`src/rtl/pipe_check_pkg.sv`:
```
// Shared encodings for the pipe data checker and its pattern generator.
package pipe_check_pkg;

  typedef enum logic [1:0] {
    MODE_INC   = 2'd0,
    MODE_LFSR  = 2'd1,
    MODE_WALK  = 2'd2,
    MODE_FIXED = 2'd3
  } pattern_mode_e;

  typedef enum logic [1:0] {
    ST_IDLE  = 2'd0,
    ST_CHECK = 2'd1,
    ST_SAT   = 2'd2
  } chk_state_e;

  localparam logic [31:0] DEFAULT_LFSR_POLY = 32'h8020_0003;

endpackage

```
`src/rtl/pipe_pattern_gen.sv`:
```
// Test-pattern generator (increment / Galois LFSR / walking-one / fixed).
// Shared by the checker and any upstream pattern source.
module pipe_pattern_gen
    import pipe_check_pkg::*;
#(
    parameter int unsigned       DATA_W    = 32,
    parameter logic [DATA_W-1:0] LFSR_POLY = DATA_W'(DEFAULT_LFSR_POLY)
) (
    input  logic              okClk,
    input  pattern_mode_e     mode,
    input  logic [DATA_W-1:0] seed,
    input  logic              load,
    input  logic              advance,
    output logic [DATA_W-1:0] value
);

    logic [DATA_W-1:0] seed_fix;
    logic [DATA_W-1:0] next_value;

    always_comb begin
        seed_fix = seed;
        // A zero seed would lock LFSR and walking-one patterns at zero forever
        if ((mode == MODE_LFSR || mode == MODE_WALK) && seed == '0)
            seed_fix = DATA_W'(1);

        next_value = value;
        case (mode)
            MODE_INC:   next_value = value + DATA_W'(1);
            MODE_LFSR:  next_value = (value >> 1) ^ (value[0] ? LFSR_POLY : '0);
            MODE_WALK:  next_value = {value[DATA_W-2:0], value[DATA_W-1]};
            default:    next_value = value;
        endcase
    end

    always_ff @(posedge okClk) begin
        if (load)
            value <= seed_fix;
        else if (advance)
            value <= next_value;
    end

endmodule

```
`config.mk`:
```
export PLATFORM = sky130hd
export DESIGN_NAME = pipe_pattern_gen
export DESIGN_NICKNAME = d
export VERILOG_FILES = /design/src/rtl/pipe_check_pkg.sv /design/src/rtl/pipe_pattern_gen.sv
export SDC_FILE = /design/constraint.sdc
export NUM_CORES = 1
export LEC_CHECK = 0
export CAP_MARGIN = 20
export CORE_ASPECT_RATIO = 1.2
export CORE_MARGIN = 5
export CORE_UTILIZATION = 39
export CTS_CLUSTER_SIZE = 10
export DETAILED_ROUTE_END_ITERATION = 6
export PLACE_DENSITY_LB_ADDON = 0.25
export SYNTH_ARGS = -nofsm -noshare
export SYNTH_HDL_FRONTEND = slang
export SYNTH_SLANG_ARGS = --single-unit
```
`constraint.sdc`:
```
create_clock -name okClk -period 3.1 [get_ports okClk]
set_input_delay 0.62 -clock okClk [delete_from_list [all_inputs] [get_ports okClk]]
set_output_delay 0.62 -clock okClk [all_outputs]
set_load 0.05 [all_outputs]
```
* Word-level counts from Yosys, hierarchy flattened
Cells that the tools add are included.
W data, S select, Z words.
** Storage, ports and cells
- Bits in registers :: 32
- Output and inout port bits :: 32
- Logic and storage cells :: 17
** Cells by class
- $add $sub $neg :: 1
- Equal/unequal tests :: 2
- Muxes and demuxes :: 5
- Bitwise operators :: 1
- Reductions and logical operators :: 7
** Operators by type and width (number)
- $mux W32 :: 4
- $pmux W32 S3 :: 1
- $add A32 B1 Y32 const B :: 1
- $logic_not A32 Y1 :: 1
- $xor A31 B32 Y32 :: 1
- $reduce_bool A4 Y1 :: 1
- $eq A2 B1 Y1 const B :: 1
- $eq A2 B2 Y1 const B :: 1
- $logic_not A2 Y1 :: 1
- $reduce_and A2 Y1 :: 1
- $reduce_bool A2 Y1 :: 1
- $logic_and A1 B1 Y1 :: 1
- $logic_or A1 B1 Y1 :: 1

* Logic depth before layout (Yosys ltp)
- Depth after elaboration :: 5
- Mapped depth :: 9
- Gate-level depth less buffers :: 7

* Worst setup path before layout
Ideal clock, no wire load.
- Path kind :: register -> register
- Start point :: reg value[1]
- End point :: reg value[24] (data pin)
- Setup time :: 0.261 ns
- Arrival :: 2.407 ns
- Data required time :: 2.839 ns
- Slack :: 0.432 ns
- Stages on the path, launching flop included :: 8
- Cell sequence :: edfxtp_1 ha_1 nand3_1 or4_1 buf_2 o31a_1 o31ai_1 nand2_1
** On the way
- Word-level cells in the longest chain between the ends :: 4
** RTL lines
- start: declaration :: line pipe_pattern_gen.sv:14 : output logic [DATA_W-1:0] value
- start signal: assignment :: line pipe_pattern_gen.sv:37 : value <= seed_fix;
- start signal: assignment :: line pipe_pattern_gen.sv:39 : value <= next_value;
- $add A32 B1 Y32 :: line pipe_pattern_gen.sv:28 : MODE_INC: next_value = value + DATA_W'(1);
- $pmux W32 S3 :: line pipe_pattern_gen.sv:27 : case (mode)
- $mux W32 :: line pipe_pattern_gen.sv:38 : else if (advance)
- $mux W32 :: line pipe_pattern_gen.sv:36 : if (load)
Every way passes these cells. The select of a mux whose other input is x is not followed.
A chain may end at the register's enable or synchronous reset.

* Final worst setup path
- Start point :: reg value[5]
- End point :: reg value[24] (data pin)
The elaborated chain is that of the path after synthesis.

==> flow_summary.yaml <==
run_status:
  status: "finished, final reports clean"
final_layout:
  fin_cells: 474
  fin_area_um2: 3570
  areaGrowthSynthToFinish_pct: 33.1
  fill_cells: 665
  largest_reg_flops: 32
  top_register: "value"
  largestRegisters: "value x32"
  finalNetCount: 427
  post-route-util_pct: 52.7
  insertedDiodeCount: 0
  drive_gt1_share_pct: 6.98
clock_tree:
  clockRootBuffer: "clkbuf_8"
  cts_hold_buf: 0
  ctsLongestPathBuffers: 2
  htreeDepth: 2
  insertion_delay_ns: 0.29
  clk_pin_slew_ns: 0.07
  cts_setup_buffers: 0
  cts_resized: 0
  clock_sinks: 32
  cts_buffers: 5
  cts_tree: "yes"
worst_setup_path:
  path_class: "register to register"
  crit_path_end: "value[24]$_DFFE_PP_"
  path_max_fanout: 10
  r2r_end: "value[24]$_DFFE_PP_"
  arrival_ns: 2.74
  r2r_slack_ns: 0.40
  setup.worst_path.end_class: "register"
  rr_worst_depth: 6
  cp-start-kind: "register"
  startpoint: "value[5]$_DFFE_PP_"
  cp.required_ns: 3.14
  rr_startpoint: "value[5]$_DFFE_PP_"
synth:
  avgSynthCellArea_um2: 8.22
  synth-async-reset-ratio_pct: 0
  synth_top_area_share_pct: 35.8
  netlist_top_cells_count: "nand2_1, edfxtp_1, a21oi_1"
  synthTopCellsByArea: "edfxtp_1, nand2_1, a22oi_1"
  yosysWarningCount: 0
  synth_largest_area_cell: "edfxtp_1"
  syn-num-nets: 367
  synthFlopType: "edfxtp_1"
  synth_area_um2: 2680
  ys_ff_latch: 32
  synth_edf_count: 32
  syn_inst: 326
  yosysMostFrequentCell: "nand2_1"
  ys_seq_area_share_pct: 35.8
  ys_types: 40
routing:
  detail_route.first_pass.iterations: 5
  viasPerCell: 6.08
  wl_um: 8310
  drc: 0
  num_vias: 2881
  wl_per_cell_um: 17.5
  ant_nets: 0
  drt_first_iter_violations: 282
power:
  power_switching_mw: 0.640
  p_per_area_nw_per_um2: 445
  p_int_mw: 0.950
  p_seq_share_pct: 41.0
  combinationalPowerShare_pct: 38.8
  sw_frac_of_total_pct: 40.3
  p_leak_nw: 1.27
  irDropWorstVdd_mv: 0.236
  clockPowerShare_pct: 20.2
hold_path:
  min-delay-start: "value[7]$_DFFE_PP_"
  hold_path_class: "register to register"
placement:
  place_area_um2: 3490
  gp_congestion: 0.816
  dpl.cell_count: 466
  dp.final_hpwl_um: 5870
  portBuffers: 68
floorplan:
  row_count: 33
  die_area_um2: 8640
  die_h_um: 101
  core_um2: 6770
  die_x_um: 85.7
  start_util_pct: 39.6
  ios: 69
timing:
  period_needed_ns: 2.70
  drv_slew: 0
  fin_crit_sh_pct: 87.0
  fmax_mhz: 371
  clock_skew_ns: 0.00481
  fin_tns_setup_ns: 0
  final-setup-viol-count: 0
  worst_pin_slew_ns: 0.654
  grt_setup_unrepaired: "no"
  relSlewSlack_pct: 56.4
  hold_viol_final: 0
global_route:
  grtUsageTotal_pct: 19.8
  grt_pass1_vias: 2681
  grt_max_degree: 35
  grt_pass1_wl_um: 13800
  overflow: 0
  antenna_found_initial: 0
job:
  drv_cap: 0
## worst max-delay path, cell delays in order, from the launching register on
cell and delay, ns:
edfxtp_1 0.50, nand4_1 0.31, buf_4 0.26, or4_1 0.73, o31a_1 0.36, o31ai_1 0.22
nand2_1 0.08
## routing by layer
metal | track usage (%) | vias to the layer above | routed length, um
li1 | - | 1366 | -
met1 | 28.3 | 1349 | 3660
met2 | 30.1 | 154 | 3850
met3 | 3.52 | 12 | 673
met4 | 6.58 | 0 | 125
met5 | 0 | - | 0
## cells by family (layout without fill, tap and decap cells)
logic type      count (synthesis)  after routing  synth area share [%]
compound gates                105            105                  27.1
xor+xnor                       17             17                  5.55
fa+ha+maj                       4              4                  1.87
buf+inv                        44            105                  6.67
flops                          32             32                  35.8
simple gates                  124            124                  23.0
## how the worst min path moves through the flow
stage | to | slack (ns) | cells after the start
6_report | value[7]$_DFFE_PP_ | 0.81 | 3
5_1_grt | value[31]$_DFFE_PP_ | 0.86 | 3
4_1_cts | value[7]$_DFFE_PP_ | 0.81 | 3
3_5_place_dp | value[7]$_DFFE_PP_ | 0.80 | 3
3_3_place_gp | value[7]$_DFFE_PP_ | 0.79 | 3
2_1_floorplan | value[11]$_DFFE_PP_ | 0.79 | 2
## final cells by class
cell class	count	area [um2]	share of cell area, %
Clock buffer	7	76.3	2.14
Clock inverter	1	3.75	0.105
Inverter	12	45.0	1.26
Multi-Input combinational cell	250	1540	43.2
Sequential cell	32	961	26.9
Tap cell	87	109	3.05
Timing Repair Buffer	85	833	23.3
## metrics by stage
| stage | hold slack [ns] | total power, mW | setup slack [ns] |
|---|---|---|---|
| floorplan | 0.794 | 1.03 | 0.432 |
| global placement | 0.790 | 1.27 | 0.262 |
| detailed placement | 0.797 | 1.27 | 0.212 |
| CTS | 0.815 | 1.59 | 0.422 |
| global route | 0.862 | 1.68 | 0.251 |
| finish | 0.811 | 1.59 | 0.404 |
## power groups by stage
stage | sequential [mW] | clock [mW] | combinational (mW)
after floorplan | 0.799 | 0 | 0.236
after global placement | 0.657 | 0 | 0.612
after detailed placement | 0.658 | 0 | 0.616
after CTS | 0.649 | 0.323 | 0.619
after global routing | 0.663 | 0.350 | 0.663
final | 0.652 | 0.320 | 0.618
## placed cells by master, fill, tap and decap left out, drive strengths merged, types with 2 or more instances in the layout
master and count:
a221oi 7, a222oi 4, o31ai 14, or3 3, nor2 10, o31a 5, ha 4, edfxtp 32
inv 12, a221o 2, a31oi 2, nor3 10, nand3 7, and4 2, clkbuf 7, nand2 59
a21oi 25, clkdlybuf4s50 68, buf 17, nand4 11, nor4 15, xnor2 7, a31o 2, o21ai 14
a22oi 22, a21boi 2, or4 3, o21a 3, xor2 10
Power figures use the tool's default switching activity.
